File: src/rtl/vga_pxl_wr_fifo_if.sv
// Bus bundle for the VGA pixel write-posting FIFO.
// It carries the MEM-side store request, the framebuffer drain port and the status flags.
interface vga_pxl_wr_fifo_if #(
  parameter int DEPTH  = 8,
  parameter int ADDR_W = 17,
  parameter int DATA_W = 12
);
  localparam int CNT_W = $clog2(DEPTH) + 1;

  logic              i_en_MEM;
  logic              i_memWrite;
  logic [31:0]       i_pxlAddr;
  logic [31:0]       i_pxlData;
  logic              i_clr_ovf;
  logic              i_fb_ready;
  logic              o_fb_we;
  logic [ADDR_W-1:0] o_fb_addr;
  logic [DATA_W-1:0] o_fb_data;
  logic              o_full;
  logic              o_empty;
  logic [CNT_W-1:0]  o_count;
  logic              o_overflow;

  modport master (
    output i_en_MEM, i_memWrite, i_pxlAddr, i_pxlData, i_clr_ovf, i_fb_ready,
    input  o_fb_we, o_fb_addr, o_fb_data, o_full, o_empty, o_count, o_overflow
  );

  modport slave (
    input  i_en_MEM, i_memWrite, i_pxlAddr, i_pxlData, i_clr_ovf, i_fb_ready,
    output o_fb_we, o_fb_addr, o_fb_data, o_full, o_empty, o_count, o_overflow
  );
endinterface

File: src/rtl/vga_pxl_wr_fifo.sv
// Write-posting FIFO: captures VGA-region pixel stores on the MEM enable pulse.
// It drains them to the framebuffer port in show-ahead fashion whenever that port is ready.
module vga_pxl_wr_fifo #(
  parameter int DEPTH  = 8,
  parameter int ADDR_W = 17,
  parameter int DATA_W = 12
) (
  input logic             i_clk,
  input logic             i_reset,
  vga_pxl_wr_fifo_if.slave bus
);
  localparam int PTR_W = $clog2(DEPTH);
  localparam int CNT_W = PTR_W + 1;
  localparam int ENT_W = ADDR_W + DATA_W;

  logic [ENT_W-1:0] mem [DEPTH];
  logic [PTR_W-1:0] wr_ptr;
  logic [PTR_W-1:0] rd_ptr;
  logic [CNT_W-1:0] count;
  logic             overflow;

  logic             empty;
  logic             full;
  logic             push_req;
  logic             pop;
  logic             push;
  logic [ENT_W-1:0] entry;
  logic [ENT_W-1:0] head;
  logic             unused_bits;

  assign empty    = (count == '0);
  assign full     = (count == CNT_W'(DEPTH));
  assign push_req = bus.i_en_MEM & bus.i_memWrite;
  assign pop      = ~empty & bus.i_fb_ready;
  // A full FIFO still accepts a store when the head leaves in the same cycle
  assign push     = push_req & (~full | pop);

  // Only the word index and the RGB444 bits are kept
  assign entry       = {bus.i_pxlAddr[ADDR_W+1:2], bus.i_pxlData[DATA_W-1:0]};
  assign unused_bits = ^{bus.i_pxlAddr[31:ADDR_W+2], bus.i_pxlAddr[1:0],
                         bus.i_pxlData[31:DATA_W]};

  always_ff @(posedge i_clk or posedge i_reset) begin
    if (i_reset) begin
      wr_ptr   <= '0;
      rd_ptr   <= '0;
      count    <= '0;
      overflow <= 1'b0;
    end else begin
      if (push) wr_ptr <= wr_ptr + PTR_W'(1);
      if (pop)  rd_ptr <= rd_ptr + PTR_W'(1);
      case ({push, pop})
        2'b10:   count <= count + CNT_W'(1);
        2'b01:   count <= count - CNT_W'(1);
        default: count <= count;
      endcase
      // A drop in the same cycle as a clear leaves the flag set
      if (push_req & ~push)
        overflow <= 1'b1;
      else if (bus.i_clr_ovf)
        overflow <= 1'b0;
    end
  end

  always_ff @(posedge i_clk) begin
    if (push) mem[wr_ptr] <= entry;
  end

  // Show-ahead head; qualified by count so an async reset blanks it at once
  assign head           = mem[rd_ptr];
  assign bus.o_fb_we    = ~empty;
  assign bus.o_fb_addr  = empty ? '0 : head[ENT_W-1:DATA_W];
  assign bus.o_fb_data  = empty ? '0 : head[DATA_W-1:0];
  assign bus.o_full     = full;
  assign bus.o_empty    = empty;
  assign bus.o_count    = count;
  assign bus.o_overflow = overflow;
endmodule
File: src/flat_wrapper.sv
// flat-port wrapper written by rule: the top's interface ports become plain ports
module vga_pxl_wr_fifo_flat 
#(
  parameter int DEPTH  = 8,
  parameter int ADDR_W = 17,
  parameter int DATA_W = 12
)
  (i_clk, i_reset, bus_i_en_MEM, bus_i_memWrite, bus_i_pxlAddr, bus_i_pxlData, bus_i_clr_ovf, bus_i_fb_ready, bus_o_fb_we, bus_o_fb_addr, bus_o_fb_data, bus_o_full, bus_o_empty, bus_o_count, bus_o_overflow);
  vga_pxl_wr_fifo_if #(.DEPTH(DEPTH), .ADDR_W(ADDR_W), .DATA_W(DATA_W)) bus_i ();
  input logic i_clk;
  input logic i_reset;
  input wire logic [$bits(bus_i.i_en_MEM)-1:0] bus_i_en_MEM;
  input wire logic [$bits(bus_i.i_memWrite)-1:0] bus_i_memWrite;
  input wire logic [$bits(bus_i.i_pxlAddr)-1:0] bus_i_pxlAddr;
  input wire logic [$bits(bus_i.i_pxlData)-1:0] bus_i_pxlData;
  input wire logic [$bits(bus_i.i_clr_ovf)-1:0] bus_i_clr_ovf;
  input wire logic [$bits(bus_i.i_fb_ready)-1:0] bus_i_fb_ready;
  output wire logic [$bits(bus_i.o_fb_we)-1:0] bus_o_fb_we;
  output wire logic [$bits(bus_i.o_fb_addr)-1:0] bus_o_fb_addr;
  output wire logic [$bits(bus_i.o_fb_data)-1:0] bus_o_fb_data;
  output wire logic [$bits(bus_i.o_full)-1:0] bus_o_full;
  output wire logic [$bits(bus_i.o_empty)-1:0] bus_o_empty;
  output wire logic [$bits(bus_i.o_count)-1:0] bus_o_count;
  output wire logic [$bits(bus_i.o_overflow)-1:0] bus_o_overflow;
  assign bus_i.i_en_MEM = bus_i_en_MEM;
  assign bus_i.i_memWrite = bus_i_memWrite;
  assign bus_i.i_pxlAddr = bus_i_pxlAddr;
  assign bus_i.i_pxlData = bus_i_pxlData;
  assign bus_i.i_clr_ovf = bus_i_clr_ovf;
  assign bus_i.i_fb_ready = bus_i_fb_ready;
  assign bus_o_fb_we = bus_i.o_fb_we;
  assign bus_o_fb_addr = bus_i.o_fb_addr;
  assign bus_o_fb_data = bus_i.o_fb_data;
  assign bus_o_full = bus_i.o_full;
  assign bus_o_empty = bus_i.o_empty;
  assign bus_o_count = bus_i.o_count;
  assign bus_o_overflow = bus_i.o_overflow;
  vga_pxl_wr_fifo #(.DEPTH(DEPTH), .ADDR_W(ADDR_W), .DATA_W(DATA_W)) u_core (.i_clk(i_clk), .i_reset(i_reset), .bus(bus_i));
endmodule
File: config.mk
export PLATFORM = sky130hd
export DESIGN_NAME = vga_pxl_wr_fifo_flat
export DESIGN_NICKNAME = d
export VERILOG_FILES = /design/src/rtl/vga_pxl_wr_fifo_if.sv /design/src/rtl/vga_pxl_wr_fifo.sv /design/src/flat_wrapper.sv
export SDC_FILE = /design/constraint.sdc
export NUM_CORES = 1
export LEC_CHECK = 0
export BUFFER_PORTS_ARGS = -buffer_cell sky130_fd_sc_hd__buf_2
export CORE_MARGIN = 2
export CORE_UTILIZATION = 23
export DETAILED_ROUTE_END_ITERATION = 7
export HOLD_SLACK_MARGIN = 0.02
export PLACE_DENSITY = 0.46
export SLEW_MARGIN = 25
export SYNTH_ARGS = -nofsm -noshare
export SYNTH_HDL_FRONTEND = slang
export SYNTH_SLANG_ARGS = --single-unit
export TNS_END_PERCENT = 1
File: constraint.sdc
create_clock -name i_clk -period 5.1 [get_ports i_clk]
set_input_delay 0 -clock i_clk [delete_from_list [all_inputs] [get_ports i_clk]]
set_output_delay 0 -clock i_clk [all_outputs]
set_load 0.1 [all_outputs]
==> results of run 1 <==
## metrics by stage
| step | std cells | setup TNS [ns] | hold WS [ns] |
|---|---|---|---|
| global route | 1083 | 0 | 0.106 |
| floorplan | 413 | -1.38 | -0.148 |
| CTS | 1083 | 0 | 0.0518 |
| global placement | 999 | 0 | 0.0530 |
| detailed placement | 1000 | 0 | 0.0589 |
| finish | 1083 | 0 | 0.0467 |
## worst max path at each step
stage	start	to	slack, ns	depth (start not counted)
floorplan	u_core.bus.o_count[0]	u_core.mem[1][0]	-0.02	4
global placement	u_core.bus.o_count[0]	u_core.bus.o_count[3]	1.45	6
detailed placement	u_core.bus.o_count[0]	u_core.bus.o_count[3]	1.50	6
CTS	u_core.bus.o_count[0]	u_core.bus.o_count[3]	1.49	6
global route	u_core.bus.o_count[0]	u_core.bus.o_count[3]	1.30	6
finish	u_core.bus.o_count[0]	u_core.bus.o_count[3]	1.49	6
## layout make-up
| class | instances | area, µm² |
|---|---|---|
| clock buffers | 30 | 687 |
| clock inverters | 18 | 160 |
| fillers | 4005 | 28900 |
| inverters | 7 | 26.3 |
| multi-input cells | 136 | 2040 |
| flip-flops and latches | 243 | 7250 |
| well taps | 532 | 666 |
| repair buffers | 117 | 801 |
## Yosys cell counts (all sizes together), types with 2 or more instances
| master | number | share of area (%) |
|---|---|---|
| a22o | 29 | 2.7 |
| buf | 18 | 1.4 |
| clkbuf | 9 | 0.36 |
| dfrtp | 11 | 2.9 |
| edfxtp | 232 | 74 |
| ha | 5 | 0.67 |
| inv | 7 | 0.28 |
| mux2 | 3 | 0.36 |
| mux4 | 58 | 14 |
| nand2 | 3 | 0.12 |
| nand3 | 2 | 0.11 |
| nand3b | 2 | 0.16 |
| nor2 | 4 | 0.16 |
| nor4b | 3 | 0.28 |
| or4 | 2 | 0.20 |
| or4b | 2 | 0.21 |
| xnor2 | 6 | 0.56 |
## cell families after synthesis
logic type	after synthesis
buffers and inverters	34
AO/OA/AOI/OAI	38
flip-flops	243
AND/OR/NAND/NOR	24
XOR/XNOR	7
multiplexers	62
adder cells (fa/ha/maj)	5
## cells in the final DEF, fill, tap and decap left out, drive strengths merged, types with 2 or more instances in the layout
cell type / synthesis / layout
buf: 18 / 82
dfrtp: 11 / 11
inv: 7 / 7
dlygate4sd3: 0 / 35
ha: 5 / 5
mux2: 3 / 3
a22o: 29 / 29
bufinv: 0 / 3
xnor2: 6 / 6
or4: 2 / 2
edfxtp: 232 / 232
clkinv: 0 / 14
clkbuf: 9 / 30
nor4b: 3 / 3
mux4: 58 / 58
nand2: 3 / 3
nand3: 2 / 2
nand3b: 2 / 2
nor2: 4 / 4
or4b: 2 / 2
## routing by layer
layer,track usage [%],up-vias
met5,0,-
met4,1.99,2
met3,2.22,24
met2,18.3,88
met1,11.9,2400
li1,-,1986
## state kept, by name (all words and copies together) (netlist names)
| name | cells |
|---|---|
| u_core.mem | 232 |
| u_core.wr_ptr | 3 |
| u_core.rd_ptr | 3 |
| u_core.bus.o_count | 4 |
| u_core.bus.o_overflow | 1 |
## critical path: stages, from the launching register on
cell and delay [ns]:
dfrtp_1 0.47, or4b_2 0.79, o21bai_2 0.71, ha_1 0.40, or3b_2 0.48, a2111oi_0 0.40, o221ai_1 0.21
## repair_timing
action / CTS / global route
hold endpoints to repair: 248 / 0
endpoints found under the setup margin: 0 / 0
hold buffers: 35 / 0
==> flow_metrics.tcl, run 1 <==
set metrics [dict create \
    clock_path_buffers 3 \
    n_antenna_cell 0 \
    synthMuxAreaShare_pct 14.4 \
    drt-wirelength-per-cell_um 19.6 \
    yosys.area_share.simple_pct 1.72 \
    drive_above_1_share_pct 36.3 \
    synth_edf_count 232 \
    rsz0062_at_grt "false" \
    ys.flop_type "edfxtp_1" \
    clock_sinks 243 \
    antenna_found_initial 1 \
    drtIter0Drc 227 \
    ys_seq_area_share_pct 77.1 \
    dp.final_hpwl_mm 11.6 \
    outcome "finished, final reports clean" \
    grt_max_degree 42 \
    path_clk_slew_ns 0.06 \
    cp_max_fo 12 \
    gr-total-overflow 0 \
    ys_types 39 \
    dpl-instance-area_um2 10400 \
    ios 107 \
    layout_setup_ws_ns 1.49 \
    highest_layer "met5" \
    route.met2.wl_mm 11.2 \
    cts_tree "built" \
    die-area_um2 42500 \
    grt_pass1_vias 4779 \
    nNetsFinal 606 \
    final_area_um2 11600 \
    ys_warn_count 0 \
    fin_crit_sh_pct 70.8 \
    ys_ff_latch 243 \
    start_util_pct 23.2 \
    ff2ff_path_depth 6 \
    vias 4500 \
    relSlewSlack_pct 42.1 \
    maxCapViolations 0 \
    drt_wl_total_mm 21.2 \
    cp_data_required_time_ns 5.47 \
    ff2ff_setup_slack_ns 1.49 \
    ant_nets 0 \
    cts_root_buf "clkbuf_16" \
    critPathKind "reg -> reg" \
    fmaxAchievable_mhz 277 \
    first_pass_iters 4 \
    async_flop_share_pct 4.53 \
    wl_met3_mm 1.09 \
    tightest_slew_ns 0.868 \
    htreeDepth 1 \
    cts_buffers 26 \
    cts_setup_buffers 0 \
    grtUsageTotal_pct 9.95 \
    preCtsSetupSlack_ns 1.50 \
    place.gp.congestion 0.634 \
    fin_skew_ns 0.0127 \
    die_y_um 206 \
    synth_fa_ha_area_share_pct 0.666 \
    hp-class "in -> async" \
    start_kind "flip-flop" \
    portBuffers 71 \
    synth_fp_nets 488 \
    synthCells 413 \
    syn_area_per_cell_um2 22.7 \
    period_needed_ns 3.61 \
    synth_area_um2 9390 \
    slew_viol_final 0 \
    num_rows 74 \
    synth-xor-area-share_pct 0.653 \
    r2r-end "u_core.bus.o_count[3]" \
    end_kind "flip-flop" \
    utilization_pct 28.7 \
    arrival_ns 3.98 \
    core_area_um2 40600 \
    grt_pass1_wl_mm 30.6 \
    setup_viol 0 \
    drc_errors 0 \
    wl_met1_mm 8.67 \
    die_w_um 206 \
    cts-resized-gates 0 \
    clock_latency_ns 0.51 \
    final_hold_viol_count 0 \
    synth_top_family_by_area "multiplexers" \
    synth_compound_area_share_pct 3.50 \
    reg2reg_from "u_core.bus.o_count[0]" \
    via_per_inst 4.16 \
    area_delta_synth_final_pct 23.8 \
]
Power of run 1 is not shown: default switching activity piles up to over one toggle a cycle in this logic, so the estimate is an artifact.
==> inputs of run 2 (changes only) <==
Clock period 5.1 ns to 3.7 ns, I/O delays scaled along.
==> flow_metrics.tcl, run 2 (same netlist as run 1, synthesis figures left out) <==
set metrics [dict create \
    setup-tns-final_ns 0 \
    dp.final_hpwl_mm 12.4 \
    grtUsageTotal_pct 9.97 \
    path_clk_slew_ns 0.06 \
    drt_wl_total_mm 20.9 \
    fin_skew_ns 0.0137 \
    period_needed_ns 3.04 \
    worst_path_dominant_cell_family "simple AND/OR/NAND/NOR gates" \
    tightest_slew_ns 0.940 \
    final_hold_viol_count 0 \
    ios 107 \
    preCtsSetupSlack_ns 0.713 \
    maxCapViolations 0 \
    place.gp.congestion 0.650 \
    cts_tree "built" \
    crit_slowest_cell "or4b_2" \
    grt_max_degree 39 \
    cts_setup_buffers 0 \
    cts-resized-gates 0 \
    area_delta_synth_final_pct 23.5 \
    grt_pass1_vias 4955 \
    die_y_um 206 \
    via_per_inst 4.20 \
    relSlewSlack_pct 37.0 \
    num_rows 74 \
    cp_max_fo 8 \
    ant_nets 0 \
    gr-total-overflow 0 \
    hp-class "in -> async" \
    critPathKind "reg -> reg" \
    layout_common_cells "edfxtp_1, buf_2, mux4_2" \
    final_common_cell "edfxtp_1" \
    drc_errors 0 \
    setup_viol 0 \
    layout_setup_ws_ns 0.664 \
    arrival_ns 3.41 \
    utilization_pct 28.6 \
    grt_pass1_wl_mm 31.3 \
    critical_path.cell_chain "or4b_2, o21bai_2, ha_1, or3b_2, a2111oi_0, o221ai_1" \
    drtIter0Drc 301 \
    cts_root_buf "clkbuf_16" \
    final_area_um2 11600 \
    cts_buffers 24 \
    end_kind "flip-flop" \
    slew_viol_final 0 \
    clock_sinks 243 \
    drive_above_1_share_pct 36.3 \
    start_util_pct 23.2 \
    cpPeakStageDelay_ns 0.78 \
    core_area_um2 40600 \
    start_kind "flip-flop" \
    rsz0062_at_grt "false" \
    vias 4557 \
    portBuffers 71 \
    path_buf_inv 0 \
    cts_hold_buf 35 \
    nNetsFinal 610 \
    n_antenna_cell 0 \
    clock_latency_ns 0.51 \
    dpl-instance-area_um2 10500 \
    fin_crit_sh_pct 82.0 \
    top_register "u_core.mem" \
    die-area_um2 42500 \
    htreeDepth 1 \
    die_w_um 206 \
    largest_reg_flops 232 \
    outcome "finished, final reports clean" \
    drt-wirelength-per-cell_um 19.3 \
    cp_data_required_time_ns 4.07 \
    fmaxAchievable_mhz 329 \
    first_pass_iters 4 \
    antenna_found_initial 0 \
    clock_path_buffers 3 \
]
[run 2: cell count changes in the layout (fill, tap and decap cells not counted)]
cell        delta
clkbuf_1       +1
buf_12         +1
buf_4          +5
clkinv_2       -3
clkinv_4       +2
clkbuf_16      -2
bufinv_16      -1
clkinvlp_4     -1
[run 2: cell type report]
cell class                 count  area, µm²
clock buffer                  29        641
clock inverter                15        125
fill                        4022      29000
inverter                       7       26.3
multi-input combinational    136       2040
sequential                   243       7250
tap                          532        666
timing repair buffer         123        858
[run 2: tightest hold or removal path: stages]
cell           delay (ns)
dlygate4sd3_1        0.53
buf_2                0.12
inv_1                0.35
[run 2: stage by stage]
stage / cells / hold WS (ns)
2_1_floorplan: 413 / -0.148
3_3_place_gp: 1006 / 0.0248
3_5_place_dp: 1006 / 0.0413
4_1_cts: 1085 / 0.0481
5_1_grt: 1085 / 0.0965
6_report: 1085 / 0.0444
[run 2: path summary, 6_finish.rpt]
path | startpoint | to | slack [ns] | cells after the start
worst max-delay path | u_core.bus.o_count[0] | u_core.bus.o_count[3] | 0.66 | 6
worst min-delay path | i_reset | u_core.bus.o_overflow | 0.04 | 3
worst max register to register | u_core.bus.o_count[0] | u_core.bus.o_count[3] | 0.66 | 6
worst min register to register | u_core.rd_ptr[2] | u_core.rd_ptr[2] | 0.56 | 1
max in group asynchronous | i_reset | u_core.rd_ptr[0] | 3.29 | 3
min in group i_clk | bus_i_memWrite | u_core.wr_ptr[0] | 0.18 | 5
[run 2: per-layer routing]
layer	track usage [%]	vias up	wire (µm)
met1	12.7	2432	8900
li1	-	1996	-
met4	2.04	0	281
met3	2.63	26	1330
met2	17.1	103	10400
met5	0	-	0
Power of run 2 is left out for the same reason.
==> inputs of run 3 (changes only) <==
Clock period 3.7 ns to 3.1 ns, I/O delays scaled along.
==> flow_metrics.tcl, run 3 (same netlist as run 1, synthesis figures left out) <==
set metrics [dict create \
    fill_cells 4009 \
    fin_crit_sh_pct 94.5 \
    vias 4576 \
    portBuffers 71 \
    relSlewSlack_pct 37.5 \
    clock_latency_ns 0.52 \
    multi_input_area_um2 2070 \
    ant_nets 0 \
    first_pass_iters 6 \
    cp_max_fo 8 \
    dpl.cell_count 1008 \
    fin_skew_ns 0.0122 \
    dp.final_hpwl_mm 12.5 \
    drt-wirelength-per-cell_um 19.9 \
    end_kind "flip-flop" \
    cts_root_buf "clkbuf_16" \
    stdcell_count 1091 \
    cts_setup_buffers 0 \
    clock_sinks 243 \
    largest_reg_flops 232 \
    grt_max_degree 30 \
    nNetsFinal 614 \
    start_kind "flip-flop" \
    cts_tree "built" \
    area_delta_synth_final_pct 24.5 \
    top_register "u_core.mem" \
    antenna_found_initial 0 \
    ios 107 \
    drive_above_1_share_pct 37.0 \
    grt_pass1_wl_mm 32.1 \
    final_common_cell "edfxtp_1" \
    drtIter0Drc 363 \
    n_antenna_cell 0 \
    maxCapViolations 0 \
    via_per_inst 4.19 \
    slew_viol_final 0 \
    seqCellArea_um2 7250 \
    place.gp.congestion 0.632 \
    grtUsageTotal_pct 10.3 \
    die-area_um2 42500 \
    setup_viol 0 \
    die_w_um 206 \
    outcome "finished, final reports clean" \
    final_hold_viol_count 0 \
    period_needed_ns 2.93 \
    cpPeakStageDelay_ns 0.71 \
    critical_path.cell_chain "or4b_2, o21bai_2, ha_1, or3b_2, a2111oi_0, o221ai_1" \
    tightest_slew_ns 0.935 \
    drt_wl_total_mm 21.7 \
    gr-total-overflow 0 \
    path_clk_slew_ns 0.06 \
    rsz0062_at_grt "false" \
    fmaxAchievable_mhz 342 \
    drc_errors 0 \
    core_area_um2 40600 \
    grt_pass1_vias 5035 \
    whs_ns 0.0502 \
    worst_path_dominant_cell_family "simple AND/OR/NAND/NOR gates" \
    path_buf_inv 0 \
    num_rows 74 \
    arrival_ns 3.30 \
    layout_common_cells "edfxtp_1, buf_2, mux4_2" \
    hp-class "in -> async" \
    die_y_um 206 \
    critPathKind "reg -> reg" \
    htreeDepth 1 \
    start_util_pct 23.2 \
    crit_slowest_cell "or4b_2" \
    cts_buffers 26 \
    cp_data_required_time_ns 3.48 \
    clock_path_buffers 3 \
]
[run 3: cell types whose count changed in the layout (fill, tap and decap cells not counted), sizes merged]
cell | previous run | this run
clkbuf | 29 | 31
buf | 88 | 90
bufinv | 2 | 1
inv | 7 | 8
clkinvlp | 0 | 1
clkinv | 13 | 14
[run 3: final cells by class]
type / instances / share of cell area [%]
sequential: 243 / 62.0
clock inverter: 17 / 0.931
tap: 532 / 5.69
clock buffer: 31 / 5.90
inverter: 7 / 0.225
timing repair buffer: 125 / 7.57
multi-input combinational: 136 / 17.7
[run 3: timing repair]
| item | 4_1_cts | 5_1_grt |
|---|---|---|
| gates resized for setup | 0 | 0 |
| hold buffers | 35 | 0 |
| hold endpoints to repair | 248 | 0 |
[run 3: path summary, 6_finish.rpt]
path	start	endpoint	slack [ns]	depth (start not counted)
worst min-delay path	i_reset	u_core.wr_ptr[0]	0.05	3
worst max register to register	u_core.bus.o_count[2]	u_core.bus.o_count[3]	0.17	6
worst max-delay path	u_core.bus.o_count[2]	u_core.bus.o_count[3]	0.17	6
worst min register to register	u_core.rd_ptr[2]	u_core.rd_ptr[2]	0.55	1
max in group asynchronous	i_reset	u_core.rd_ptr[0]	2.68	3
min in group i_clk	bus_i_memWrite	u_core.wr_ptr[0]	0.21	5
[run 3: stage by stage]
stage | worst slack [ns] | TNS [ns] | util [%] | cell area, µm²
2_1_floorplan | -0.597 | -61.81 | - | 9450
3_3_place_gp | 0.264 | 0 | 26.0 | 10500
3_5_place_dp | 0.207 | 0 | 26.0 | 10500
4_1_cts | 0.221 | 0 | 28.8 | 11700
5_1_grt | 0.0505 | 0 | 28.8 | 11700
6_report | 0.172 | 0 | 28.8 | 11700
[run 3: metal layers]
| metal | vias up | track usage (%) | share of wire [%] |
|---|---|---|---|
| met5 | - | 0 | 0 |
| met4 | 0 | 2.68 | 2.3 |
| met3 | 34 | 1.72 | 3.6 |
| met2 | 91 | 18.4 | 51 |
| met1 | 2445 | 12.9 | 43 |
| li1 | 2006 | - | - |
[run 3: worst min-delay path, cell delays in order]
cell,delay [ns]
dlygate4sd3_1,0.53
buf_2,0.12
inv_1,0.35
Power of run 3 is left out for the same reason.
